**config.mk**
```make
export PLATFORM = sky130hd
export DESIGN_NAME = hex_cmd_parser
export DESIGN_NICKNAME = d
export VERILOG_FILES = /design/src/rtl/hex_cmd_parser.sv
export SDC_FILE = /design/constraint.sdc
export NUM_CORES = 1
export LEC_CHECK = 0
export ABC_CLOCK_PERIOD_IN_PS = 4300
export CAP_MARGIN = 20
export CORE_MARGIN = 5
export CORE_UTILIZATION = 51
export DETAILED_ROUTE_END_ITERATION = 8
export PLACE_DENSITY = 0.77
export RECOVER_POWER = 25
export SYNTH_ARGS = -nofsm -noshare
export SYNTH_HDL_FRONTEND = slang
export SYNTH_SLANG_ARGS = --single-unit
```
**constraint.sdc**
```tcl
create_clock -name CLK -period 4.3 [get_ports CLK]
set_clock_uncertainty 0.15 [all_clocks]
set_input_delay 1.29 -clock CLK [delete_from_list [all_inputs] [get_ports CLK]]
set_output_delay 1.29 -clock CLK [all_outputs]
set_load 0.02 [all_outputs]
```
**src/rtl/hex_cmd_parser.sv**
```systemverilog
// Assembles ASCII hex digit strings into binary words, emitted one cycle after the terminator byte.
// The completed word is held until out_ready; bytes arriving while it is unaccepted are dropped.
module hex_cmd_parser #(
    parameter  int DATA_W = 16,
    localparam int ND     = DATA_W / 4,
    localparam int CW     = $clog2(ND + 1)
) (
    input  logic              CLK,
    input  logic              resetn,
    input  logic              in_valid,
    input  logic [7:0]        in_data,
    output logic              out_valid,
    input  logic              out_ready,
    output logic [DATA_W-1:0] out_data,
    output logic [CW-1:0]     out_ndigits,
    output logic              err,
    output logic              drop
);

    typedef enum logic [1:0] {IDLE, ACCUM, DISCARD, HOLD} state_t;

    state_t            r_state, w_state_nxt;
    logic [DATA_W-1:0] r_acc, w_acc_nxt;
    logic [CW-1:0]     r_cnt, w_cnt_nxt;
    logic              r_out_valid, w_vld_nxt;
    logic [DATA_W-1:0] r_out_data, w_dat_nxt;
    logic [CW-1:0]     r_out_nd, w_nd_nxt;
    logic              r_err, w_err_nxt;
    logic              r_drop, w_drop_nxt;

    logic              w_is_digit;
    logic              w_is_term;
    logic [3:0]        w_nib;
    logic              w_take;

    always_comb begin
        w_is_digit = 1'b0;
        w_nib      = 4'd0;
        if (in_data >= 8'h30 && in_data <= 8'h39) begin
            w_is_digit = 1'b1;
            w_nib      = in_data[3:0];
        end else if ((in_data >= 8'h41 && in_data <= 8'h46) ||
                     (in_data >= 8'h61 && in_data <= 8'h66)) begin
            w_is_digit = 1'b1;
            w_nib      = in_data[3:0] + 4'd9;
        end
        w_is_term = (in_data == 8'h0D) || (in_data == 8'h0A) ||
                    (in_data == 8'h20) || (in_data == 8'h2C);
    end

    always_comb begin
        w_state_nxt = r_state;
        w_acc_nxt   = r_acc;
        w_cnt_nxt   = r_cnt;
        w_vld_nxt   = r_out_valid;
        w_dat_nxt   = r_out_data;
        w_nd_nxt    = r_out_nd;
        w_err_nxt   = 1'b0;
        w_drop_nxt  = 1'b0;
        w_take      = 1'b0;

        case (r_state)
            IDLE: w_take = in_valid;
            ACCUM: begin
                if (in_valid) begin
                    if (w_is_digit && r_cnt != CW'(ND)) begin
                        w_acc_nxt = {r_acc[DATA_W-5:0], w_nib};
                        w_cnt_nxt = r_cnt + 1'b1;
                    end else if (w_is_term) begin
                        w_dat_nxt   = r_acc;
                        w_nd_nxt    = r_cnt;
                        w_vld_nxt   = 1'b1;
                        w_acc_nxt   = '0;
                        w_cnt_nxt   = '0;
                        w_state_nxt = HOLD;
                    end else begin
                        // Overflowing digit and bad char both kill the token.
                        w_err_nxt   = 1'b1;
                        w_acc_nxt   = '0;
                        w_cnt_nxt   = '0;
                        w_state_nxt = DISCARD;
                    end
                end
            end
            DISCARD: begin
                if (in_valid && w_is_term)
                    w_state_nxt = IDLE;
            end
            HOLD: begin
                if (out_ready) begin
                    w_vld_nxt   = 1'b0;
                    w_state_nxt = IDLE;
                    w_take      = in_valid;
                end else if (in_valid) begin
                    w_drop_nxt = 1'b1;
                end
            end
            default: w_state_nxt = IDLE;
        endcase

        // Byte handling shared by IDLE and a HOLD cycle that is being accepted.
        if (w_take) begin
            if (w_is_digit) begin
                w_acc_nxt   = {{(DATA_W-4){1'b0}}, w_nib};
                w_cnt_nxt   = CW'(1);
                w_state_nxt = ACCUM;
            end else if (w_is_term) begin
                w_state_nxt = IDLE;
            end else begin
                w_err_nxt   = 1'b1;
                w_state_nxt = DISCARD;
            end
        end
    end

    always_ff @(posedge CLK) begin
        if (!resetn) begin
            r_state     <= IDLE;
            r_acc       <= '0;
            r_cnt       <= '0;
            r_out_valid <= 1'b0;
            r_out_data  <= '0;
            r_out_nd    <= '0;
            r_err       <= 1'b0;
            r_drop      <= 1'b0;
        end else begin
            r_state     <= w_state_nxt;
            r_acc       <= w_acc_nxt;
            r_cnt       <= w_cnt_nxt;
            r_out_valid <= w_vld_nxt;
            r_out_data  <= w_dat_nxt;
            r_out_nd    <= w_nd_nxt;
            r_err       <= w_err_nxt;
            r_drop      <= w_drop_nxt;
        end
    end

    assign out_valid   = r_out_valid;
    assign out_data    = r_out_data;
    assign out_ndigits = r_out_nd;
    assign err         = r_err;
    assign drop        = r_drop;

endmodule

```
==> results.md <==
- Die X: 72.1 um
- Boundary Pins: 34
- Crit start category: input pin
- Status: finished, final reports clean
- Total power: 0.893 mW
- Fmax: 280 MHz
- Max cap viols: 0
- Total track usage: 15.5%
- Vias in the first global route: 1417
- Most common cell in the netlist: dfxtp_1
- Min Clock Period, post-route: 3.57 ns
- H-tree depth: 2
- Drt total wl: 3860 um
- CORE AREA: 0.00369 mm2
- Ant diodes: 0
- Fillers: 322
- Gpl congestion: 0.860
- First-pass GRT wire length: 6460 um
- Worst-path clk slew: 0.08 ns
- Placed cells: 273
- Mapped Cells: 198
- Period Utilization, post-route: 83.0%
- Via count: 1577
- Cell Area, Synth: 0.00197 mm2
- Die ar.: 0.00520 mm2
- Drt via density: 5.61
- Post-CTS Hold Fix Bufs: 0
- Register bit total from synthesis: 43
- Setup TNS Final: 0 ns
- DP Worst Slack: 0.442 ns
- Critical Path Sink Type: register
- Critical path type: input pin to register
- HP Class: register to register
- Worst-skew pair later-pin latency: 0.29 ns
- Initial antenna violation count: 0
- Post-CTS setup repair buffer count: 0
- Mean post-synth cell area: 9.93 um2
- Area share of the largest cell type after synthesis: 43.8%
- Post-synthesis sequential area ratio: 43.8%
- DR WL/cell: 13.7 um
- Main synth FF type: dfxtp_1
- Leakage: 1.08 nW
- DRT Pass-1 Iters: 5
- Final worst slack: 0.730 ns
- EDFF count, synth: 0
- Pin count of the biggest net entering global routing: 22
- DP Wirelength: 2890 um
- Worst-margin pin slew: 0.510 ns
- Synth top area cells: dfxtp_1, mux2i_1, ha_1
- Distinct cells, synth: 45
- Setup Viol. Count Final: 0
- Area delta synth->final: 23.3%
- Total grt overflow: 0
- Synth Net Count: 221
- Unrepaired setup endpoints after global routing: false
- YS warnings: 0
- Synth area leader: dfxtp_1
- Fraction of registers with async set/reset: 0%
- Crit path max fanout: 13
- Clock Path Buffers: 2
- Cts repair resizes: 0
- Initial Util: 53.3%
- CTS tree: built
- Most frequent cells after synthesis: dfxtp_1, nor2_1, mux2i_1
- CTS root buf: clkbuf_8
- # port buffers: 33
- TritonCTS buffer count: 5
- Layout Cells excl Fill: 281
- CP Data Required Time: 4.39 ns
- PD cells: 368 mW/mm2
- WP data arrival: 3.66 ns
- Net count reported at finish: 255
- Die Y: 72.1 um
- Slew Viols, Final: 0
- Initial DRC count: 51
- Row Count: 22
- Residual DRC: 0
- Worst vdd ir: 0.000176 V
- CTS Sinks: 43
- Antenna Nets Post-Route: 0
- Slew headroom: 65.8%
- Hold Vio Cnt, Final: 0
- Fraction of layout cells with a size suffix above 1: 6.44%
==> layout make-up <==
cell class / instances / area [um2] / share of cell area (%)
tap: 48 / 60.1 / 2.48
inverter: 11 / 41.3 / 1.70
clock inverter: 2 / 12.5 / 0.516
clock buffer: 6 / 72.6 / 2.99
timing repair buffer: 36 / 365 / 15.1
sequential: 43 / 861 / 35.5
multi-input combinational: 135 / 1010 / 41.7
==> routing by layer <==
layer  up-vias  GRT usage, %  wire [um]
li1        791             -          -
met1       738          20.6       1820
met2        42          23.7       1790
met3         6          3.32        187
met4         0          7.52         65
met5         -             0          0
==> final timing paths <==
kind / start / end / slack, ns / depth (start not counted)
min reg2reg: out_valid$_SDFFE_PN0P_ / out_valid$_SDFFE_PN0P_ / 0.33 / 2
max: in_data[0] / r_acc[15]$_SDFF_PN0_ / 0.73 / 8
min: out_valid$_SDFFE_PN0P_ / out_valid$_SDFFE_PN0P_ / 0.33 / 2
max reg2reg: r_state[1]$_SDFFE_PN0P_ / out_valid$_SDFFE_PN0P_ / 1.92 / 7
==> logic make-up (layout without fill, tap and decap cells) <==
logic type | count (synthesis) | count (layout) | share of synthesized area [%]
compound gates | 52 | 52 | 20.4
simple gates | 50 | 50 | 12.9
flops | 43 | 43 | 43.8
mux | 21 | 21 | 10.8
buf+inv | 20 | 55 | 4.77
fa+ha+maj | 11 | 11 | 7.00
xor+xnor | 1 | 1 | 0.446
==> placed cells by master (no fill, tap or decap), drive strengths merged, types with 3 or more instances in the layout <==
| master | synthesis | routed |
|---|---|---|
| ha | 11 | 11 |
| clkbuf | 4 | 6 |
| and3 | 5 | 5 |
| a211oi | 4 | 4 |
| a2111oi | 3 | 3 |
| inv | 10 | 10 |
| o21ai | 4 | 4 |
| a21oi | 9 | 9 |
| nand3 | 4 | 4 |
| nand2 | 5 | 5 |
| nor2 | 23 | 23 |
| dlygate4sd3 | 0 | 16 |
| clkdlybuf4s50 | 0 | 17 |
| dfxtp | 43 | 43 |
| mux2i | 20 | 20 |
| nor2b | 3 | 3 |
| buf | 5 | 3 |
| a22o | 14 | 14 |
==> power breakdown <==
| part | internal, mW | total (mW) | switching [mW] |
|---|---|---|---|
| combinational | 0.0921 | 0.221 | 0.129 |
| sequential | 0.413 | 0.429 | 0.0153 |
| clock | 0.113 | 0.243 | 0.130 |
==> flip-flops by register name, indices dropped and copies added, names as in the netlist <==
register / flops
out_valid: 1
r_state: 2
r_cnt: 3
err: 1
out_data: 16
drop: 1
out_ndigits: 3
r_acc: 16
==> through the flow <==
step | area, um2 | hold slack, ns | util (%)
CTS | 2420 | 0.338 | 65.7
detailed placement | 2340 | 0.322 | 63.4
global route | 2420 | 0.372 | 65.7
floorplan | 1970 | 0.298 | -
global placement | 2340 | 0.311 | 63.4
finish | 2420 | 0.331 | 65.7
==> critical path: stages <==
cell and delay (ns):
clkdlybuf4s50_1 0.50, inv_1 0.12, ha_1 0.22, o21bai_1 0.10, a2111o_1 0.56, a21oi_1 0.20, and3_1 0.47, a22o_1 0.20
No activity file was read; power rests on OpenSTA's default activity.
